`src/rtl/mem_port_arbiter_if.sv`:
```
// Bus bundle for mem_port_arbiter: fetch request channel, data request
// channel, shared memory port, grant status and abort flag.
// The arbiter connects through the slave modport; requesters and the
// memory model connect through the master modport.
interface mem_port_arbiter_if #(
    parameter int ADDR_WIDTH = 32,
    parameter int DATA_WIDTH = 32
);
    localparam int BE_W = DATA_WIDTH / 8;

    logic                  if_req;
    logic [ADDR_WIDTH-1:0] if_addr;
    logic                  if_ack;
    logic [DATA_WIDTH-1:0] if_rdata;

    logic                  d_req;
    logic                  d_we;
    logic [ADDR_WIDTH-1:0] d_addr;
    logic [DATA_WIDTH-1:0] d_wdata;
    logic [BE_W-1:0]       d_be;
    logic                  d_ack;
    logic [DATA_WIDTH-1:0] d_rdata;

    logic                  mem_req;
    logic                  mem_we;
    logic [ADDR_WIDTH-1:0] mem_addr;
    logic [DATA_WIDTH-1:0] mem_wdata;
    logic [BE_W-1:0]       mem_be;
    logic [DATA_WIDTH-1:0] mem_rdata;
    logic                  mem_ready;

    logic [1:0]            grant;
    logic                  err;

    modport slave (
        input  if_req, if_addr, d_req, d_we, d_addr, d_wdata, d_be,
        input  mem_rdata, mem_ready,
        output if_ack, if_rdata, d_ack, d_rdata,
        output mem_req, mem_we, mem_addr, mem_wdata, mem_be,
        output grant, err
    );

    modport master (
        output if_req, if_addr, d_req, d_we, d_addr, d_wdata, d_be,
        output mem_rdata, mem_ready,
        input  if_ack, if_rdata, d_ack, d_rdata,
        input  mem_req, mem_we, mem_addr, mem_wdata, mem_be,
        input  grant, err
    );
endinterface

```
`src/rtl/mem_port_arbiter.sv`:
```
// mem_port_arbiter: shares one single-ported unified memory between the
// fetch stage (read-only) and the MEM stage (read/write). One access at a
// time, data wins simultaneous requests, and on completion the port hands
// over directly to a waiting other requester so fetch starves for at most
// one data access. The memory port is driven from registered copies of the
// winning request; the ack and read data are combinational with mem_ready.
// Optional build macro ARB_TIMEOUT_EN: adds a wait counter that aborts an
// access (ack with err=1, rdata=0) after TIMEOUT cycles without mem_ready.
module mem_port_arbiter #(
    parameter int ADDR_WIDTH = 32,
    parameter int DATA_WIDTH = 32,
    parameter int TIMEOUT    = 16
) (
    input  logic                 clk,
    input  logic                 rst,
    mem_port_arbiter_if.slave    bus
);
    localparam int BE_W = DATA_WIDTH / 8;

    // State encoding doubles as the grant vector.
    localparam logic [1:0] ST_IDLE = 2'b00;
    localparam logic [1:0] ST_IF   = 2'b01;
    localparam logic [1:0] ST_D    = 2'b10;

    logic [1:0]            state_r;
    logic [1:0]            next_state_s;
    logic                  load_if_s;
    logic                  load_d_s;
    logic                  complete_s;
    logic                  timeout_s;
    logic                  err_s;
    logic                  if_ack_s;
    logic                  d_ack_s;
    logic [DATA_WIDTH-1:0] if_rdata_s;
    logic [DATA_WIDTH-1:0] d_rdata_s;

    logic                  mem_req_r;
    logic                  mem_we_r;
    logic [ADDR_WIDTH-1:0] mem_addr_r;
    logic [DATA_WIDTH-1:0] mem_wdata_r;
    logic [BE_W-1:0]       mem_be_r;

`ifdef ARB_TIMEOUT_EN
    localparam int              CNT_W     = $clog2(TIMEOUT + 1);
    localparam logic [CNT_W-1:0] TIMEOUT_C = CNT_W'(TIMEOUT);

    logic [CNT_W-1:0] wait_cnt_r;

    // Count stalled memory cycles of the current access; restart on every grant.
    always_ff @(posedge clk) begin
        if (rst) begin
            wait_cnt_r <= {CNT_W{1'b0}};
        end else if ((state_r == ST_IDLE) || load_if_s || load_d_s) begin
            wait_cnt_r <= {CNT_W{1'b0}};
        end else if (mem_req_r && !bus.mem_ready && !timeout_s) begin
            wait_cnt_r <= wait_cnt_r + CNT_W'(1);
        end else begin
            wait_cnt_r <= wait_cnt_r;
        end
    end

    // Abort fires the cycle after TIMEOUT stalled cycles have been counted.
    assign timeout_s = (state_r != ST_IDLE) && (wait_cnt_r == TIMEOUT_C);
    assign err_s     = (if_ack_s || d_ack_s) && timeout_s;
`else
    assign timeout_s = 1'b0;
    assign err_s     = 1'b0;
`endif

    // An access ends on mem_ready or on an abort.
    assign complete_s = (state_r != ST_IDLE) && (bus.mem_ready || timeout_s);

    // Next-state selection: data priority from idle, direct hand-over on completion.
    always_comb begin
        next_state_s = state_r;
        load_if_s    = 1'b0;
        load_d_s     = 1'b0;
        case (state_r)
            ST_IDLE: begin
                if (bus.d_req) begin
                    next_state_s = ST_D;
                    load_d_s     = 1'b1;
                end else if (bus.if_req) begin
                    next_state_s = ST_IF;
                    load_if_s    = 1'b1;
                end else begin
                    next_state_s = ST_IDLE;
                end
            end
            ST_IF: begin
                if (complete_s && bus.d_req) begin
                    next_state_s = ST_D;
                    load_d_s     = 1'b1;
                end else if (complete_s) begin
                    next_state_s = ST_IDLE;
                end else begin
                    next_state_s = ST_IF;
                end
            end
            ST_D: begin
                if (complete_s && bus.if_req) begin
                    next_state_s = ST_IF;
                    load_if_s    = 1'b1;
                end else if (complete_s) begin
                    next_state_s = ST_IDLE;
                end else begin
                    next_state_s = ST_D;
                end
            end
            default: begin
                next_state_s = ST_IDLE;
            end
        endcase
    end

    // Owner ack and read data; suppressed while reset is asserted.
    always_comb begin
        if_ack_s   = 1'b0;
        d_ack_s    = 1'b0;
        if_rdata_s = {DATA_WIDTH{1'b0}};
        d_rdata_s  = {DATA_WIDTH{1'b0}};
        if (!rst && complete_s && (state_r == ST_IF)) begin
            if_ack_s   = 1'b1;
            if_rdata_s = timeout_s ? {DATA_WIDTH{1'b0}} : bus.mem_rdata;
        end else if (!rst && complete_s && (state_r == ST_D)) begin
            d_ack_s   = 1'b1;
            d_rdata_s = timeout_s ? {DATA_WIDTH{1'b0}} : bus.mem_rdata;
        end else begin
            if_ack_s = 1'b0;
            d_ack_s  = 1'b0;
        end
    end

    // State register and registered memory-port copy of the granted request.
    always_ff @(posedge clk) begin
        if (rst) begin
            state_r     <= ST_IDLE;
            mem_req_r   <= 1'b0;
            mem_we_r    <= 1'b0;
            mem_addr_r  <= {ADDR_WIDTH{1'b0}};
            mem_wdata_r <= {DATA_WIDTH{1'b0}};
            mem_be_r    <= {BE_W{1'b0}};
        end else begin
            state_r   <= next_state_s;
            mem_req_r <= (next_state_s != ST_IDLE);
            if (load_d_s) begin
                mem_we_r    <= bus.d_we;
                mem_addr_r  <= bus.d_addr;
                mem_wdata_r <= bus.d_wdata;
                mem_be_r    <= bus.d_be;
            end else if (load_if_s) begin
                mem_we_r    <= 1'b0;
                mem_addr_r  <= bus.if_addr;
                mem_wdata_r <= {DATA_WIDTH{1'b0}};
                mem_be_r    <= {BE_W{1'b1}};
            end else if (next_state_s == ST_IDLE) begin
                mem_we_r    <= 1'b0;
                mem_addr_r  <= mem_addr_r;
                mem_wdata_r <= mem_wdata_r;
                mem_be_r    <= mem_be_r;
            end else begin
                mem_we_r    <= mem_we_r;
                mem_addr_r  <= mem_addr_r;
                mem_wdata_r <= mem_wdata_r;
                mem_be_r    <= mem_be_r;
            end
        end
    end

    assign bus.mem_req   = mem_req_r;
    assign bus.mem_we    = mem_we_r;
    assign bus.mem_addr  = mem_addr_r;
    assign bus.mem_wdata = mem_wdata_r;
    assign bus.mem_be    = mem_be_r;
    assign bus.grant     = state_r;
    assign bus.if_ack    = if_ack_s;
    assign bus.if_rdata  = if_rdata_s;
    assign bus.d_ack     = d_ack_s;
    assign bus.d_rdata   = d_rdata_s;
    assign bus.err       = err_s;

endmodule

```
`src/flat_wrapper.sv`:
```
// flat-port wrapper written by rule: the top's interface ports become plain ports
module mem_port_arbiter_flat 
#(
    parameter int ADDR_WIDTH = 32,
    parameter int DATA_WIDTH = 32,
    parameter int TIMEOUT    = 16
)
  (clk, rst, bus_if_req, bus_if_addr, bus_d_req, bus_d_we, bus_d_addr, bus_d_wdata, bus_d_be, bus_mem_rdata, bus_mem_ready, bus_if_ack, bus_if_rdata, bus_d_ack, bus_d_rdata, bus_mem_req, bus_mem_we, bus_mem_addr, bus_mem_wdata, bus_mem_be, bus_grant, bus_err);
  mem_port_arbiter_if #(.ADDR_WIDTH(ADDR_WIDTH), .DATA_WIDTH(DATA_WIDTH)) bus_i ();
  input  logic clk;
  input  logic rst;
  input wire logic [$bits(bus_i.if_req)-1:0] bus_if_req;
  input wire logic [$bits(bus_i.if_addr)-1:0] bus_if_addr;
  input wire logic [$bits(bus_i.d_req)-1:0] bus_d_req;
  input wire logic [$bits(bus_i.d_we)-1:0] bus_d_we;
  input wire logic [$bits(bus_i.d_addr)-1:0] bus_d_addr;
  input wire logic [$bits(bus_i.d_wdata)-1:0] bus_d_wdata;
  input wire logic [$bits(bus_i.d_be)-1:0] bus_d_be;
  input wire logic [$bits(bus_i.mem_rdata)-1:0] bus_mem_rdata;
  input wire logic [$bits(bus_i.mem_ready)-1:0] bus_mem_ready;
  output wire logic [$bits(bus_i.if_ack)-1:0] bus_if_ack;
  output wire logic [$bits(bus_i.if_rdata)-1:0] bus_if_rdata;
  output wire logic [$bits(bus_i.d_ack)-1:0] bus_d_ack;
  output wire logic [$bits(bus_i.d_rdata)-1:0] bus_d_rdata;
  output wire logic [$bits(bus_i.mem_req)-1:0] bus_mem_req;
  output wire logic [$bits(bus_i.mem_we)-1:0] bus_mem_we;
  output wire logic [$bits(bus_i.mem_addr)-1:0] bus_mem_addr;
  output wire logic [$bits(bus_i.mem_wdata)-1:0] bus_mem_wdata;
  output wire logic [$bits(bus_i.mem_be)-1:0] bus_mem_be;
  output wire logic [$bits(bus_i.grant)-1:0] bus_grant;
  output wire logic [$bits(bus_i.err)-1:0] bus_err;
  assign bus_i.if_req = bus_if_req;
  assign bus_i.if_addr = bus_if_addr;
  assign bus_i.d_req = bus_d_req;
  assign bus_i.d_we = bus_d_we;
  assign bus_i.d_addr = bus_d_addr;
  assign bus_i.d_wdata = bus_d_wdata;
  assign bus_i.d_be = bus_d_be;
  assign bus_i.mem_rdata = bus_mem_rdata;
  assign bus_i.mem_ready = bus_mem_ready;
  assign bus_if_ack = bus_i.if_ack;
  assign bus_if_rdata = bus_i.if_rdata;
  assign bus_d_ack = bus_i.d_ack;
  assign bus_d_rdata = bus_i.d_rdata;
  assign bus_mem_req = bus_i.mem_req;
  assign bus_mem_we = bus_i.mem_we;
  assign bus_mem_addr = bus_i.mem_addr;
  assign bus_mem_wdata = bus_i.mem_wdata;
  assign bus_mem_be = bus_i.mem_be;
  assign bus_grant = bus_i.grant;
  assign bus_err = bus_i.err;
  mem_port_arbiter #(.ADDR_WIDTH(ADDR_WIDTH), .DATA_WIDTH(DATA_WIDTH), .TIMEOUT(TIMEOUT)) u_core (.clk(clk), .rst(rst), .bus(bus_i));
endmodule
```
`config.mk`:
```
export PLATFORM = sky130hd
export DESIGN_NAME = mem_port_arbiter_flat
export DESIGN_NICKNAME = d
export VERILOG_FILES = /design/src/rtl/mem_port_arbiter_if.sv /design/src/rtl/mem_port_arbiter.sv /design/src/flat_wrapper.sv
export SDC_FILE = /design/constraint.sdc
export NUM_CORES = 1
export LEC_CHECK = 0
export ABC_AREA = 1
export CAP_MARGIN = 5
export CORE_MARGIN = 4
export CORE_UTILIZATION = 27
export CTS_CLUSTER_DIAMETER = 100
export CTS_CLUSTER_SIZE = 14
export DETAILED_ROUTE_END_ITERATION = 8
export HOLD_SLACK_MARGIN = 0.06
export MAX_ROUTING_LAYER = met4
export PLACE_DENSITY = 0.72
export SLEW_MARGIN = 25
export SYNTH_ARGS = -nofsm -noshare
export SYNTH_HDL_FRONTEND = slang
export SYNTH_SLANG_ARGS = --single-unit
```
`constraint.sdc`:
```
create_clock -name clk -period 2.83 [get_ports clk]
set_input_delay 0.4245 -clock clk [delete_from_list [all_inputs] [get_ports clk]]
set_output_delay 0.4245 -clock clk [all_outputs]
set_load 0.02 [all_outputs]
```
* Yosys cells after proc, flatten, opt, wreduce, memory -nomap -nowiden *
Index checks and enable logic that the tools add are counted.

cells by class
  add/subtract/negate cells = 0
  multiply operators = 0
  divide/modulo/power cells = 0
  order comparisons = 0
  equality and inequality tests = 2
  shifts and indexed selects = 0
  muxes and demuxes = 29
  bitwise operators = 0
  reduce and logical (&&, ||, !) cells = 13

operator list
  operator                                             number
  two-way mux 32 bit                                   7
  two-way mux 1 bit                                    13
  two-way mux 2 bit                                    4
  two-way mux 4 bit                                    2
  logical AND 1 bit                                    6
  one-hot mux 2 bit (3 select lines)                   1
  nonzero test 2 bit                                   3
  zero test 2 bit                                      2
  one-hot mux 1 bit (2 select lines)                   2
  nonzero test 3 bit                                   1
  equality test 2 x 1 -> 1 bit, second input constant  1
  equality test 2 bit, second input constant           1
  zero test 1 bit                                      1

storage, ports and cells
  flip-flop bits (word level) = 72
  bits in latches = 0
  RAM bits = 0
  ROM bits = 0
  input bits = 138
  output and inout port bits = 139
  word-level logic and storage cells = 50
  memories kept = 0

* Longest topological paths before layout *
Gate-level depths: netlist of the first run.

  depth in word-level cells = 9
  mapped depth = 9
  depth with buffers taken out = 8

* Worst setup path after synthesis of the first run *
No wires, ideal clock.

  path type = input to output
  from = in rst
  to = out bus_if_rdata[22]
  arrival = 1432 ps
  required time = 2406 ps
  path slack = 973 ps
  stages = 6
  buffers on the path = 3
  cells stage by stage = buf_2 > inv_1 > buf_2 > nand3_1 > buf_2 > nor2_1

between the ends
  longest elaborated chain between the ends = 4

ends and longest elaborated chain
  what                             RTL line                 RTL
  start, declared                  flat_wrapper.sv:11       input logic rst;
  zero test 1 bit                  mem_port_arbiter.sv:122  if (!rst && complete_s && (state_r == ST_IF)) begin
  logical AND 1 bit (2 in series)  mem_port_arbiter.sv:122
  two-way mux 32 bit               mem_port_arbiter.sv:122
  end, declared                    flat_wrapper.sv:22       output wire logic [$bits(bus_i.if_rdata)-1:0] bus_if_rdata;

No other way between the ends.

* Final worst setup path of the first run *
  from = reg u_core.state_r[1] (netlist: u_core.bus.grant[1])
  to = out bus_d_rdata[18]

between the ends
  longest elaborated chain between the ends = 6
  elaborated cells on any way between the ends = 9
  classes of those cells = eq/ne: 2; mux: 2; reduce/logical: 5

ends and longest elaborated chain
  what                    RTL line                                          RTL
  start, declared         mem_port_arbiter.sv:25                            logic [1:0] state_r;
  start signal, assigned  mem_port_arbiter.sv:144                           state_r <= next_state_s;
  nonzero test 2 bit      mem_port_arbiter.sv:71                            assign complete_s = (state_r != ST_IDLE) && (bus.mem_ready || timeout_s);
  logical AND 1 bit       mem_port_arbiter.sv:71
  logical AND 1 bit       mem_port_arbiter.sv:122, mem_port_arbiter.sv:125
  logical AND 1 bit       mem_port_arbiter.sv:125                           end else if (!rst && complete_s && (state_r == ST_D)) begin
  two-way mux 32 bit      mem_port_arbiter.sv:125
  two-way mux 32 bit (*)  mem_port_arbiter.sv:122
  end, declared           flat_wrapper.sv:24                                output wire logic [$bits(bus_i.d_rdata)-1:0] bus_d_rdata;

Mark *: on every way between the ends. The rest lies on a longest branch, timed or not.

==> results of run 1 <==
[cell usage after synthesis, drive strengths merged]
cell type	n
a21oi	33
buf	28
clkbuf	13
conb	1
dfxtp	72
inv	52
nand2	177
nand3	71
nor2	70
o21ai	32
or2	4
[logic make-up after synthesis]
group | count (synthesis) | synth area share
AOI/OAI and AO/OA | 65 | 0.09227
buffers and inverters | 93 | 0.1164
DFF | 72 | 0.4088
other | 1 | 0.001064
and+or+nand+nor | 322 | 0.3815
[registers in the layout, indices dropped and copies added (netlist names)]
signal,flops
u_core.bus.grant,2
u_core.bus.mem_addr,32
u_core.bus.mem_be,4
u_core.bus.mem_req,1
u_core.bus.mem_wdata,32
u_core.bus.mem_we,1
[cell type report]
class / count / area (µm²)
Inverter: 52 / 195.2
Multi-Input combinational cell: 388 / 1674
Clock inverter: 5 / 40.04
Fill cell: 1293 / 6043
Sequential cell: 72 / 1441
Clock buffer: 11 / 242.7
Timing Repair Buffer: 287 / 2868
Tap cell: 172 / 215.2
Antenna cell: 1 / 2.502
[routing by layer]
metal,vias up,share of wire,global-route usage
met2,181,0.51,0.3346
met3,18,0.094,0.06221
met1,1969,0.38,0.1907
met5,-,0,-
met4,0,0.016,0.05108
li1,2231,-,-
[power breakdown]
part | switching, mW | internal, mW
clock network | 0.447 | 0.624
registers | 0.0435 | 1.10
logic | 0.444 | 0.431
total | 0.934 | 2.15
[worst max-delay path by stage]
| stage | from | to | slack [ps] |
|---|---|---|---|
| final | u_core.bus.grant[1]$_SDFF_PP0_ | bus_d_rdata[18] | 220 |
| after global routing | u_core.bus.grant[1]$_SDFF_PP0_ | bus_d_rdata[18] | 80 |
| after CTS | u_core.bus.grant[1]$_SDFF_PP0_ | bus_d_rdata[18] | 180 |
| after detailed placement | bus_mem_ready | bus_d_rdata[18] | 260 |
| after global placement | bus_mem_ready | bus_d_rdata[5] | 320 |
| after floorplan | rst | bus_if_rdata[22] | 970 |
[critical path, stage by stage (launching register included)]
cell	delay (ps)
dfxtp_1	480
inv_1	110
nor2_1	100
nand3_1	180
buf_12	220
nor2_1	120
clkdlybuf4s50_1	640
==> results_dict.tcl, run 1 <==
set metrics [dict create \
    run_status "complete, no violations" \
    final_cell_mix "clkdlybuf4s50_1 (275), nand2_1 (173), dfxtp_1 (72)" \
    dp_hpwl_mm 10.94 \
    chipWidth_um 122.3 \
    antenna_found_initial 1 \
    worstHoldStart "u_core.bus.mem_wdata[23]$_SDFFE_PP0P_" \
    r2r_setup_slack_ps 1030 \
    post_cts_buffers 0 \
    setup-tns-final_ps 0 \
    synth_area_um2 3526 \
    clock_sinks 72 \
    stdcell_count 988 \
    drtIter0Drc 151 \
    cap_violations 0 \
    synth_cell_types 20 \
    globalplace.congestion 0.7561 \
    numPlacedInstances 971 \
    grt_start_max_net_pins 49 \
    root_buffer "clkbuf_16" \
    place_area_um2 6394 \
    cts_tree "yes" \
    final_core_util 0.5250 \
    rr_worst_depth 8 \
    synth.top_cell.area_share 0.4088 \
    insertion_delay_ps 330 \
    row_count 41 \
    wl_per_cell_um 14.47 \
    yosysWarnings 0 \
    cp.required_ps 2410 \
    synth_fp_nets 691 \
    grt-ovfl-total 0 \
    drive_gt1_frac 0.04172 \
    hold_end "u_core.bus.mem_wdata[23]$_SDFFE_PP0P_" \
    end_kind "output port" \
    track_usage 0.1847 \
    cts_buffer_depth 2 \
    timing.rr.end "u_core.bus.mem_be[0]$_SDFFE_PP0P_" \
    period_share 0.9213 \
    place_ws_ps 256.9 \
    io-pin-count 277 \
    peakVddDrop_uv 266.4 \
    cts_hold_buf 0 \
    layout_setup_ws_ps 222.8 \
    port_buffers 275 \
    max_freq_ghz 0.3836 \
    area_growth_pct 89.43 \
    h-tree-depth 3 \
    power_mw 3.088 \
    path_class "reg -> out" \
    worst-path-max-fanout 31 \
    seq_area_frac_synth 0.4088 \
    die-area_um2 14950 \
    worstMarginPinSlew_ps 506.1 \
    hold_slack_ps 467.8 \
    start_util 0.2771 \
    hold_viol 0 \
    cts_buffers 9 \
    cp.arrival_ps 2180 \
    hold_depth 2 \
    stdcell_area_um2 6679 \
    dr_total_vias 4399 \
    synth.area.top_cells "dfxtp_1 (41%), nand2_1 (18%), nand3_1 (9.9%), nor2_1 (7.2%), inv_1 (5.5%)" \
    drtPass1Iterations 4 \
    vias_per_cell 4.452 \
    grt_pass1_wl_mm 20.85 \
    finalSetupViolations 0 \
    fp.dieH_um 122.3 \
    final_common_cell "clkdlybuf4s50_1" \
    reg2reg_from "u_core.bus.grant[1]$_SDFF_PP0_" \
    power.density_nw_per_um2 462.4 \
    worst_setup_path_start_kind "register" \
    slew_headroom 0.6626 \
    hold_class "reg -> reg" \
    syn_inst 553 \
    avgSynthCellArea_um2 6.376 \
    coreArea_um2 12720 \
    cts_resized 0 \
    ant_nets 0 \
    yosys.area.top_type "dfxtp_1" \
    drcViolationCount 0 \
    ys_seq_elements 72 \
    finalCriticalPeriod_ps 2607 \
    cts.reportedPaths.clkPinSlew_ps 60 \
    rsz0062_at_grt "no" \
    grt_pass1_vias 4100 \
    p_leak_nw 2.852 \
    routed_wirelength_mm 14.29 \
    slew_violations 0 \
    nNetsFinal 948 \
    clock-skew-final_ps 5.941 \
]
Power figures use the tool's default switching activity.
==> run 2, diff against run 1 <==
- SETUP_SLACK_MARGIN: unset -> 0.05
==> results of run 2 <==
Final layout, timing and power as in run 1 (identical DEF).
==> run 3, diff against run 2 <==
- PLACE_DENSITY: 0.72 -> unset
- PLACE_DENSITY_LB_ADDON: unset -> 0.2
- SLEW_MARGIN: 25 -> 20
==> run 3 against run 2 <==
Net effect:
- sequential cell count unchanged
- core utilization down 0.18 points
- maximum frequency up 3.1%
- clock skew down 3.0 ps
- global-route usage about the same
- final area down 0.34%
- critical path depth unchanged
- sequential share of layout area up 0.073 points
- worst hold slack better by 4.7 ps
- setup slack better by 79 ps
- critical endpoint is now bus_d_rdata[21]
- highest routed layer unchanged
==> results_dict.tcl, run 3 (synthesized netlist as in run 1, its figures left out) <==
set metrics [dict create \
    dr_total_vias 4411 \
    max_freq_ghz 0.3956 \
    path_cells "inv_1, nor2_1, nand3_1, buf_12, nor2_1, clkdlybuf4s50_1" \
    r2r_setup_slack_ps 990 \
    globalRouteMet1Util 0.2006 \
    worstMarginPinSlew_ps 582.1 \
    peakVddDrop_uv 248.8 \
    stdcell_area_um2 6656 \
    drcViolationCount 0 \
    port_buffers 275 \
    drtPass1Iterations 6 \
    path_class "reg -> out" \
    fillers 1284 \
    hold_class "reg -> reg" \
    die-area_um2 14950 \
    regArea_um2 1441 \
    globalplace.congestion 0.8602 \
    wl_per_cell_um 14.50 \
    numPlacedInstances 972 \
    vias_per_cell 4.469 \
    cpMostUsedCell "nor2_1" \
    cts_resized 0 \
    final_cell_mix "clkdlybuf4s50_1 (275), nand2_1 (173), dfxtp_1 (72)" \
    place_area_um2 6401 \
    worst-path-max-fanout 33 \
    cts_hold_buf 0 \
    finalSetupViolations 0 \
    crit_path_top_delay_cell "clkdlybuf4s50_1" \
    root_buffer "clkbuf_16" \
    antenna_cells 0 \
    power.density_nw_per_um2 451.0 \
    power_mw 3.002 \
    track_usage 0.1851 \
    coreArea_um2 12720 \
    hold_viol 0 \
    routed_wirelength_mm 14.31 \
    top_usage_layer "met2" \
    final_common_cell "clkdlybuf4s50_1" \
    cp.required_ps 2410 \
    fp.dieH_um 122.3 \
    drive_gt1_frac 0.04049 \
    h-tree-depth 3 \
    start_util 0.2771 \
    clock-skew-final_ps 2.902 \
    slew_headroom 0.6106 \
    grt_pass1_vias 4190 \
    io-pin-count 277 \
    cp.arrival_ps 2100 \
    dp_hpwl_mm 11.26 \
    run_status "complete, no violations" \
    insertion_delay_ps 320 \
    chipWidth_um 122.3 \
    cts_buffers 9 \
    grt_pass1_wl_mm 21.29 \
    finalCriticalPeriod_ps 2528 \
    cts.reportedPaths.clkPinSlew_ps 50 \
    cts_buffer_depth 2 \
    rsz0062_at_grt "no" \
    end_kind "output port" \
    antenna_found_initial 0 \
    row_count 41 \
    p_leak_nw 2.840 \
    clock_sinks 72 \
    use_met3 0.04700 \
    drtIter0Drc 154 \
    nNetsFinal 949 \
    multi_input_area_um2 1674 \
    setup-tns-final_ps 0 \
    worst_setup_path_start_kind "register" \
    grt_start_max_net_pins 47 \
    cap_violations 0 \
    crit_buf_inv 3 \
    grt-ovfl-total 0 \
    cpPeakStageDelay_ps 640 \
    post_cts_buffers 0 \
    cpLargestDelayFamily "buffers and inverters" \
    slew_violations 0 \
    ant_nets 0 \
    use_met2 0.3281 \
    cts_tree "yes" \
    period_share 0.8932 \
    stdcell_count 987 \
    area_growth_pct 88.79 \
]
run 3: cell types whose count changed in the layout (fill, tap and decap cells not counted):
cell,change
buf_4,+1
clkbuf_1,+1
clkbuf_8,-1
clkinv_2,+2
clkinv_4,-3
clkinvlp_4,+1
diode_2,-1
inv_6,-1
run 3: layer usage:
metal  up-vias  wire, µm
met5         -         0
li1       2225         -
met3        27      1254
met2       185      7224
met1      1974      5491
met4         0       339
run 3: cell type report:
cell class	count	area share
timing repair buffer	288	0.4320
clock inverter	4	0.003383
inverter	52	0.02932
tap	172	0.03233
multi-input combinational	388	0.2515
sequential	72	0.2165
clock buffer	11	0.03496
run 3: worst paths after layout:
kind                                         start                                     to  depth (start not counted)
min reg2reg  u_core.bus.mem_wdata[25]$_SDFFE_PP0P_  u_core.bus.mem_wdata[25]$_SDFFE_PP0P_                          2
max reg2reg         u_core.bus.grant[1]$_SDFF_PP0_  u_core.bus.mem_wdata[12]$_SDFFE_PP0P_                          5
max                 u_core.bus.grant[1]$_SDFF_PP0_                        bus_d_rdata[21]                          6
min          u_core.bus.mem_wdata[25]$_SDFFE_PP0P_  u_core.bus.mem_wdata[25]$_SDFFE_PP0P_                          2
run 3: through the flow:
stage | worst slack [ps] | hold WS [ps] | utilization
floorplan | 973.2 | 534.7 | -
global placement | 405.4 | 457.5 | 0.5031
detailed placement | 319.9 | 460.4 | 0.5031
CTS | 256.1 | 472.5 | 0.5232
global route | 167.7 | 498.1 | 0.5232
finish | 302.1 | 472.5 | 0.5232
run 3: power breakdown:
group | switching (mW) | leakage, nW | internal, mW
registers | 0.0468 | 0.593 | 1.10
logic | 0.440 | 2.12 | 0.435
clock network | 0.397 | 0.125 | 0.583
total | 0.883 | 2.84 | 2.12
run 3: worst min-delay path: cells and delay by family (launching register included):
family	cells	cell delay, ps
DFF	1	310
and+or+nand+nor	1	60
AOI/OAI and AO/OA	1	60
